==> src/rtl/apu_frame_sequencer_if.sv <==
// APU frame sequencer bus bundle.
// Carries the CPU-side register write and IRQ acknowledge into the sequencer,
// and the frame strobes, IRQ level and status back out to the channel blocks.
//   master : register-bus / consumer side (drives write_en, write_data, irq_ack)
//   slave  : the frame sequencer itself
interface apu_frame_sequencer_if;
    logic       write_en;
    logic [7:0] write_data;
    logic       irq_ack;
    logic       quarter_frame;
    logic       half_frame;
    logic       frame_irq;
    logic       mode;
    logic [2:0] step;

    modport master (
        output write_en, write_data, irq_ack,
        input  quarter_frame, half_frame, frame_irq, mode, step
    );

    modport slave (
        input  write_en, write_data, irq_ack,
        output quarter_frame, half_frame, frame_irq, mode, step
    );
endinterface

==> src/rtl/apu_frame_sequencer.sv <==
// APU frame sequencer: free-running cycle counter that emits registered
// quarter-frame / half-frame strobes and owns the frame IRQ flag.
// Ports:
//   clk   : system clock, rising edge
//   reset : asynchronous, active-high; clears all state and outputs
//   bus   : apu_frame_sequencer_if.slave
//           in  write_en, write_data[7:0] (bit7 mode, bit6 IRQ inhibit), irq_ack
//           out quarter_frame, half_frame, frame_irq, mode, step[2:0]
module apu_frame_sequencer #(
    parameter int unsigned CNT_W = 16,
    parameter int unsigned STEP1 = 7457,
    parameter int unsigned STEP2 = 14913,
    parameter int unsigned STEP3 = 22371,
    parameter int unsigned STEP4 = 29829,
    parameter int unsigned STEP5 = 37281
) (
    input  logic                   clk,
    input  logic                   reset,
    apu_frame_sequencer_if.slave   bus
);

    localparam int unsigned STEP_W = 3;

    localparam logic [CNT_W-1:0] S1 = CNT_W'(STEP1);
    localparam logic [CNT_W-1:0] S2 = CNT_W'(STEP2);
    localparam logic [CNT_W-1:0] S3 = CNT_W'(STEP3);
    localparam logic [CNT_W-1:0] S4 = CNT_W'(STEP4);
    localparam logic [CNT_W-1:0] S5 = CNT_W'(STEP5);

    logic [CNT_W-1:0]  cycle_count;
    logic              mode_r;
    logic              inhibit;
    logic              irq_flag;
    logic [STEP_W-1:0] step_r;
    logic              quarter_r;
    logic              half_r;

    // Step decode on the current count; S4 only counts in 4-step mode, S5 only in 5-step.
    logic at_s4_c;
    logic at_s5_c;
    logic at_term_c;
    logic hit_quarter_c;
    logic hit_half_c;
    logic irq_set_c;

    assign at_s4_c       = (cycle_count == S4) && !mode_r;
    assign at_s5_c       = (cycle_count == S5) &&  mode_r;
    assign at_term_c     = at_s4_c || at_s5_c;
    assign hit_half_c    = (cycle_count == S2) || at_term_c;
    assign hit_quarter_c = (cycle_count == S1) || (cycle_count == S3) || hit_half_c;
    assign irq_set_c     = at_s4_c && !inhibit;

    // Mode-independent low bits of the register are don't-care.
    logic unused_wdata;
    assign unused_wdata = ^bus.write_data[5:0];

    // Sequencer state and registered outputs.
    always_ff @(posedge clk or posedge reset) begin
        if (reset) begin
            cycle_count <= '0;
            mode_r      <= 1'b0;
            inhibit     <= 1'b0;
            irq_flag    <= 1'b0;
            step_r      <= '0;
            quarter_r   <= 1'b0;
            half_r      <= 1'b0;
        end else if (bus.write_en) begin
            // A write restarts the sequence and drops any coincident step event.
            mode_r      <= bus.write_data[7];
            inhibit     <= bus.write_data[6];
            cycle_count <= '0;
            step_r      <= '0;
            // Selecting 5-step mode clocks the units immediately.
            quarter_r   <= bus.write_data[7];
            half_r      <= bus.write_data[7];
            if (bus.write_data[6] || bus.irq_ack) begin
                irq_flag <= 1'b0;
            end
        end else begin
            cycle_count <= at_term_c ? '0 : CNT_W'(cycle_count + 1'b1);
            quarter_r   <= hit_quarter_c;
            half_r      <= hit_half_c;
            if (at_term_c) begin
                step_r <= '0;
            end else if (hit_quarter_c) begin
                step_r <= STEP_W'(step_r + 1'b1);
            end
            // Set takes priority over a coincident acknowledge.
            if (irq_set_c) begin
                irq_flag <= 1'b1;
            end else if (bus.irq_ack) begin
                irq_flag <= 1'b0;
            end
        end
    end

    assign bus.quarter_frame = quarter_r;
    assign bus.half_frame    = half_r;
    assign bus.frame_irq     = irq_flag;
    assign bus.mode          = mode_r;
    assign bus.step          = step_r;

endmodule

==> src/flat_wrapper.sv <==
// flat-port wrapper written by rule: the top's interface ports become plain ports
module apu_frame_sequencer_flat 
#(
    parameter int unsigned CNT_W = 16,
    parameter int unsigned STEP1 = 7457,
    parameter int unsigned STEP2 = 14913,
    parameter int unsigned STEP3 = 22371,
    parameter int unsigned STEP4 = 29829,
    parameter int unsigned STEP5 = 37281
)
  (clk, reset, bus_write_en, bus_write_data, bus_irq_ack, bus_quarter_frame, bus_half_frame, bus_frame_irq, bus_mode, bus_step);
  apu_frame_sequencer_if bus_i ();
  input  logic clk;
  input  logic reset;
  input wire logic [$bits(bus_i.write_en)-1:0] bus_write_en;
  input wire logic [$bits(bus_i.write_data)-1:0] bus_write_data;
  input wire logic [$bits(bus_i.irq_ack)-1:0] bus_irq_ack;
  output wire logic [$bits(bus_i.quarter_frame)-1:0] bus_quarter_frame;
  output wire logic [$bits(bus_i.half_frame)-1:0] bus_half_frame;
  output wire logic [$bits(bus_i.frame_irq)-1:0] bus_frame_irq;
  output wire logic [$bits(bus_i.mode)-1:0] bus_mode;
  output wire logic [$bits(bus_i.step)-1:0] bus_step;
  assign bus_i.write_en = bus_write_en;
  assign bus_i.write_data = bus_write_data;
  assign bus_i.irq_ack = bus_irq_ack;
  assign bus_quarter_frame = bus_i.quarter_frame;
  assign bus_half_frame = bus_i.half_frame;
  assign bus_frame_irq = bus_i.frame_irq;
  assign bus_mode = bus_i.mode;
  assign bus_step = bus_i.step;
  apu_frame_sequencer #(.CNT_W(CNT_W), .STEP1(STEP1), .STEP2(STEP2), .STEP3(STEP3), .STEP4(STEP4), .STEP5(STEP5)) u_core (.clk(clk), .reset(reset), .bus(bus_i));
endmodule
==> config.mk <==
export PLATFORM = sky130hd
export DESIGN_NAME = apu_frame_sequencer_flat
export DESIGN_NICKNAME = d
export VERILOG_FILES = /design/src/rtl/apu_frame_sequencer_if.sv /design/src/rtl/apu_frame_sequencer.sv /design/src/flat_wrapper.sv
export SDC_FILE = /design/constraint.sdc
export NUM_CORES = 1
export LEC_CHECK = 0
export CAP_MARGIN = 15
export CORE_MARGIN = 3
export CORE_UTILIZATION = 48
export DETAILED_ROUTE_END_ITERATION = 7
export GPL_TIMING_DRIVEN = 0
export PLACE_DENSITY = 0.74
export SETUP_SLACK_MARGIN = 0.05
export SLEW_MARGIN = 0
export SYNTH_ARGS = -nofsm -noshare
export SYNTH_HDL_FRONTEND = slang
export SYNTH_SLANG_ARGS = --single-unit
export TNS_END_PERCENT = 1
==> constraint.sdc <==
create_clock -name clk -period 1.8 [get_ports clk]
set_clock_uncertainty 0.1 [all_clocks]
set_input_delay 0.45 -clock clk [delete_from_list [all_inputs] [get_ports clk]]
set_output_delay 0.45 -clock clk [all_outputs]
set_load 0.05 [all_outputs]
**After elaboration in Yosys (flattened, before gate mapping)**

Cells that the tools add are included.

- Register bits after elaboration: 24
- Output and inout bits: 7
- Bits of input ports: 12

- Reduce and logical (&&, ||, !) cells: 13
- Muxes and demuxes: 11
- Add/subtract/negate cells: 2
- Equal/unequal tests: 6

Operator list:

| operator | number |
|---|---|
| $eq 16x15->1 const B | 2 |
| $mux 16 | 2 |
| $add 16x1->16 const B | 1 |
| $eq 16x13->1 const B | 1 |
| $eq 16x14->1 const B | 1 |
| $eq 16x16->1 const B | 1 |
| $mux 3 | 3 |
| $mux 1 | 6 |
| $reduce_bool 3->1 | 2 |
| $logic_or 1x1->1 | 5 |
| $add 3x1->3 const B | 1 |
| $logic_and 1x1->1 | 3 |
| $logic_not 1->1 | 2 |
| $ne 2x1->1 const B | 1 |
| $reduce_and 2->1 | 1 |

**Longest topological paths before layout**

- Depth in word-level cells: 8
- Mapped depth: 9

**Worst setup path after synthesis**

Ideal clock, no wire load.

- Kind: flip-flop to flip-flop
- From: register u_core.cycle_count[1]
- To: register u_core.cycle_count[9]
- Path slack: -8 ps
- Clock period less this slack: 1,808 ps
- Required time: 1,581 ps
- Setup time: 119 ps
- Cell stages (with the launch flop): 10
- Buffers on the path: 2
- Arrival time: 1,589 ps
- Path through: dfrtp_1 > inv_1 > ha_1 > nor4b_1 > nand4b_1 > nor3_1 > a311o_2 > buf_6 > buf_6 > nor2_1

- Word-level cells in the longest chain between the ends: 5
- Elaborated cells between the ends (all ways): 8
- Those cells by class: add/sub: 1; eq/ne: 2; mux: 2; reduce/logical: 3

Ends and longest elaborated chain:

| what | RTL line | text |
|---|---|---|
| start, declared | apu_frame_sequencer.sv:30 | `logic [CNT_W-1:0] cycle_count;` |
| start signal, assigned | apu_frame_sequencer.sv:80 | `cycle_count <= at_term_c ? '0 : CNT_W'(cycle_count + 1'b1);` |
| parallel branches: the longest is 3 deep, another holds $add 16x1->16 | - |  |
| $mux 16 (*) | apu_frame_sequencer.sv:80 |  |
| $mux 16 (*) | apu_frame_sequencer.sv:67 | `end else if (bus.write_en) begin` |

Every way passes the cells marked *.
A chain may end at the register's enable or synchronous reset.

**Worst setup path after layout**

- From: register u_core.cycle_count[1]
- To: register u_core.cycle_count[12]

The elaborated chain is that of the path after synthesis.

==> flow_summary.toml <==
[floorplan]
start_util_pct = 52.2
chipHeight_um = 58.6
row_count = 18
design.core.area_um2 = 2540
die_w_um = 58.6
die-area_um2 = 3440
ios = 19

[clocking]
clk_pin_slew_worst_paths_ps = 120
ctsRootBufferMaster = "sky130_fd_sc_hd__clkbuf_4"
cts_buf_count = 3
cts-root-to-sink-buffers = 2
postCtsHoldBufs = 0
ctsHtreeMaxLevel = 1
clock_sinks = 24
clock_insertion_delay_worst_skew_ps = 310
tritoncts = "built"

[grt]
met1_usage_pct = 22.2
globalRoute.busiestLayer = "met2"
grt_first_pass_wirelength_um = 4480
total_congestion_overflow = 0
global_route.usage.met3_pct = 2.63
globalRouteMet2Util_pct = 29.5
groute.usage.overall_pct = 16.9
first_global_vias = 985
grt_start_max_net_pins = 25
antenna_found_initial = 0

[synthesis]
synth-seq-area-share_pct = 45.2
postSynthNetCount = 145
yosys.area.top_type_share_pct = 45.2
yosys_register_bits = 24
distinct_cells_synth = 38
ys_top_cells_by_area = "sky130_fd_sc_hd__dfrtp_1, sky130_fd_sc_hd__nor2_1, sky130_fd_sc_hd__xnor2_1"
netlist.top_cell.by_area = "sky130_fd_sc_hd__dfrtp_1"
netlist_instances = 130
synth_area_per_cell_um2 = 10.2
ys_warn_count = 0
mapped_cell_area_um2 = 1330

[timing]
unrepaired_setup_endpoints_after_global_routing = "yes"
setup_viol_count_final = 19
number_of_hold_violations_in_the_final_report = 0
timing.max_slew.rel_slack_pct = 37.1
finalCritPeriodShare_pct = 108
timing_worst_slew_pin_value_ps = 943
fmax_ghz = 0.514
maxSlewViolCount = 0
post-route-worst-setup-slack_ps = -144
period_minus_slack_ps = 1940

[worst_setup_path]
path_class = "reg2reg"
critical_path.startpoint_type = "flop"
cp_max_fo = 10
arrival_ps = 2050
timing.critical_path.to_type = "flop"
critical_path_required_ps = 1910

[power_and_ir_drop]
cell_internal_pwr_w = 0.000690
sequentialPowerShare_pct = 60.9
power.leakage_nw = 0.675
power.switching_fraction_pct = 25.4
pwr-share-comb_pct = 12.6
power-per-cell-area_nw_per_um2 = 568
pwr-share-clk_pct = 26.5
netSwitchingPower_w = 0.000235
irDropWorstVdd_mv = 0.572

[drt]
drt_first_pass_iters = 4
number_of_nets_still_failing_antenna_checks_after_routing = 0
vias = 1010
totalWireLength_um = 2710
vias_per_cell = 5.55
drc_errors = 0
detailedRoute.firstIterationViolations = 33
drt-wirelength-per-cell_um = 14.9

[cells_and_area]
core_utilization_of_the_finished_layout_pct = 64.0
insertedDiodeCount = 0
area.growth.synth_to_final_pct = 22.6
drive_above_1_share_pct = 29.6
postLayoutCellArea_um2 = 1630
layout_common_cells = "sky130_fd_sc_hd__dfrtp_1, sky130_fd_sc_hd__nor2_1, sky130_fd_sc_hd__xnor2_1"
final-instance-count-excl-fill = 182
final_stage_net_count = 168
final_common_cell = "sky130_fd_sc_hd__dfrtp_1"

[run_status]
violations = "negative setup slack"
status = "finished, violations left"

[placed_design]
gpl.final_weighted_congestion = 0.872
dp_cells = 172
port_buffers = 12
placed_cell_area_um2 = 1500
dp.final_hpwl_um = 1870

[worst_hold_path]
worstHoldPathType = "reg2reg"

[job]
number_of_maximum_capacitance_violations = 0
[repair_timing]
item | 4_1_cts | 5_1_grt
endpoints found under the hold margin | 0 | 0
pin swaps | 2 | 5
buffers inserted | 0 | 6
resized for setup | 25 | 13
endpoints found under the setup margin | 28 | 25
[state kept, by name (all words and copies together), names as in the netlist]
signal,cells
u_core.bus.frame_irq,1
u_core.bus.mode,1
u_core.bus.quarter_frame,1
u_core.bus.step,3
u_core.cycle_count,16
u_core.bus.half_frame,1
u_core.inhibit,1
[logic make-up after synthesis]
group	after synthesis	synth area share, %
simple gates	61	26.1
fa+ha+maj	3	2.83
xor+xnor	15	9.89
flops	24	45.2
mux	2	1.60
buf+inv	13	5.84
compound gates	12	8.57
[critical path, cell delays in order (launching register included)]
cell,delay (ps)
sky130_fd_sc_hd__dfrtp_1,450
sky130_fd_sc_hd__inv_2,90
sky130_fd_sc_hd__ha_4,150
sky130_fd_sc_hd__nor4b_4,190
sky130_fd_sc_hd__nand4b_1,190
sky130_fd_sc_hd__nor3_4,240
sky130_fd_sc_hd__a311o_2,160
sky130_fd_sc_hd__buf_8,120
sky130_fd_sc_hd__buf_8,120
sky130_fd_sc_hd__nor2_1,50
[path summary, 6_finish.rpt]
| path | cells after the start | start | slack, ps | endpoint |
|---|---|---|---|---|
| max reg2reg | 9 | u_core.cycle_count[1]$_DFF_PP0_ | -140 | u_core.cycle_count[12]$_DFF_PP0_ |
| max in group asynchronous | 2 | reset | 430 | u_core.cycle_count[0]$_DFF_PP0_ |
| min | 1 | u_core.cycle_count[0]$_DFF_PP0_ | 430 | u_core.cycle_count[0]$_DFF_PP0_ |
| min reg2reg | 1 | u_core.cycle_count[0]$_DFF_PP0_ | 430 | u_core.cycle_count[0]$_DFF_PP0_ |
| max | 9 | u_core.cycle_count[1]$_DFF_PP0_ | -140 | u_core.cycle_count[12]$_DFF_PP0_ |
| min in group asynchronous | 2 | reset | 540 | u_core.cycle_count[4]$_DFF_PP0_ |
[stage by stage]
step / power, W / worst slack (ps) / hold WS [ps] / TNS, ps
floorplan: 0.000634 / 40.8 / 365 / 0
global placement: 0.000669 / -174 / 399 / -1870
detailed placement: 0.000672 / -191 / 419 / -2730
CTS: 0.000924 / -69.1 / 425 / -824
global route: 0.000967 / -251 / 457 / -4240
finish: 0.000925 / -144 / 426 / -2270
[per-layer routing]
metal / wire length, um / part of all wire [%]
met3: 109 / 4.0
met2: 1360 / 50
met1: 1200 / 44
met4: 33 / 1.2
met5: 0 / 0
[cell type report]
| cell class | instances | area [um2] |
|---|---|---|
| fillers | 202 | 916 |
| multi-input cells | 93 | 722 |
| flip-flops and latches | 24 | 603 |
| repair buffers | 18 | 155 |
| plain buffers | 6 | 58.8 |
| well taps | 30 | 37.5 |
| clock buffers | 4 | 26.3 |
| inverters | 7 | 26.3 |
[power by group through the flow]
stage               sequential, W  clock (W)  combinational, W
finish                   0.000564   0.000245          0.000116
global route             0.000566   0.000274          0.000127
CTS                      0.000563   0.000256          0.000105
detailed placement       0.000572          0          0.000100
global placement         0.000571          0         0.0000981
floorplan                0.000588          0         0.0000457
[synth_stat cells]
cell type                    n
sky130_fd_sc_hd__dfrtp_1    24
sky130_fd_sc_hd__nand2_1     4
sky130_fd_sc_hd__nand4bb_2   1
sky130_fd_sc_hd__or4b_4      1
sky130_fd_sc_hd__o21ai_0     3
sky130_fd_sc_hd__clkbuf_2    2
sky130_fd_sc_hd__xor2_1      6
sky130_fd_sc_hd__nor4_1      2
sky130_fd_sc_hd__inv_1       7
sky130_fd_sc_hd__nand4b_1    1
sky130_fd_sc_hd__o22ai_4     1
sky130_fd_sc_hd__a41oi_4     1
sky130_fd_sc_hd__nand4_1     3
sky130_fd_sc_hd__a32oi_1     1
sky130_fd_sc_hd__nor2_2      1
sky130_fd_sc_hd__nor2b_1     1
sky130_fd_sc_hd__a21oi_1     3
sky130_fd_sc_hd__and4b_2     1
sky130_fd_sc_hd__nand3b_1    1
sky130_fd_sc_hd__nor3b_1     2
sky130_fd_sc_hd__and4_2      1
sky130_fd_sc_hd__buf_6       3
sky130_fd_sc_hd__nor3_1      2
sky130_fd_sc_hd__mux2_2      1
sky130_fd_sc_hd__nor4b_1     3
sky130_fd_sc_hd__nor2_1     22
sky130_fd_sc_hd__and3_1      3
sky130_fd_sc_hd__or3_1       2
sky130_fd_sc_hd__a311o_2     1
sky130_fd_sc_hd__mux2i_1     1
sky130_fd_sc_hd__a21boi_0    1
sky130_fd_sc_hd__and4_1      1
sky130_fd_sc_hd__nand3_1     8
sky130_fd_sc_hd__xnor2_1     9
sky130_fd_sc_hd__buf_4       1
sky130_fd_sc_hd__a311oi_1    1
sky130_fd_sc_hd__ha_1        3
sky130_fd_sc_hd__nand2b_1    1
(Power assumes the default switching activity.)
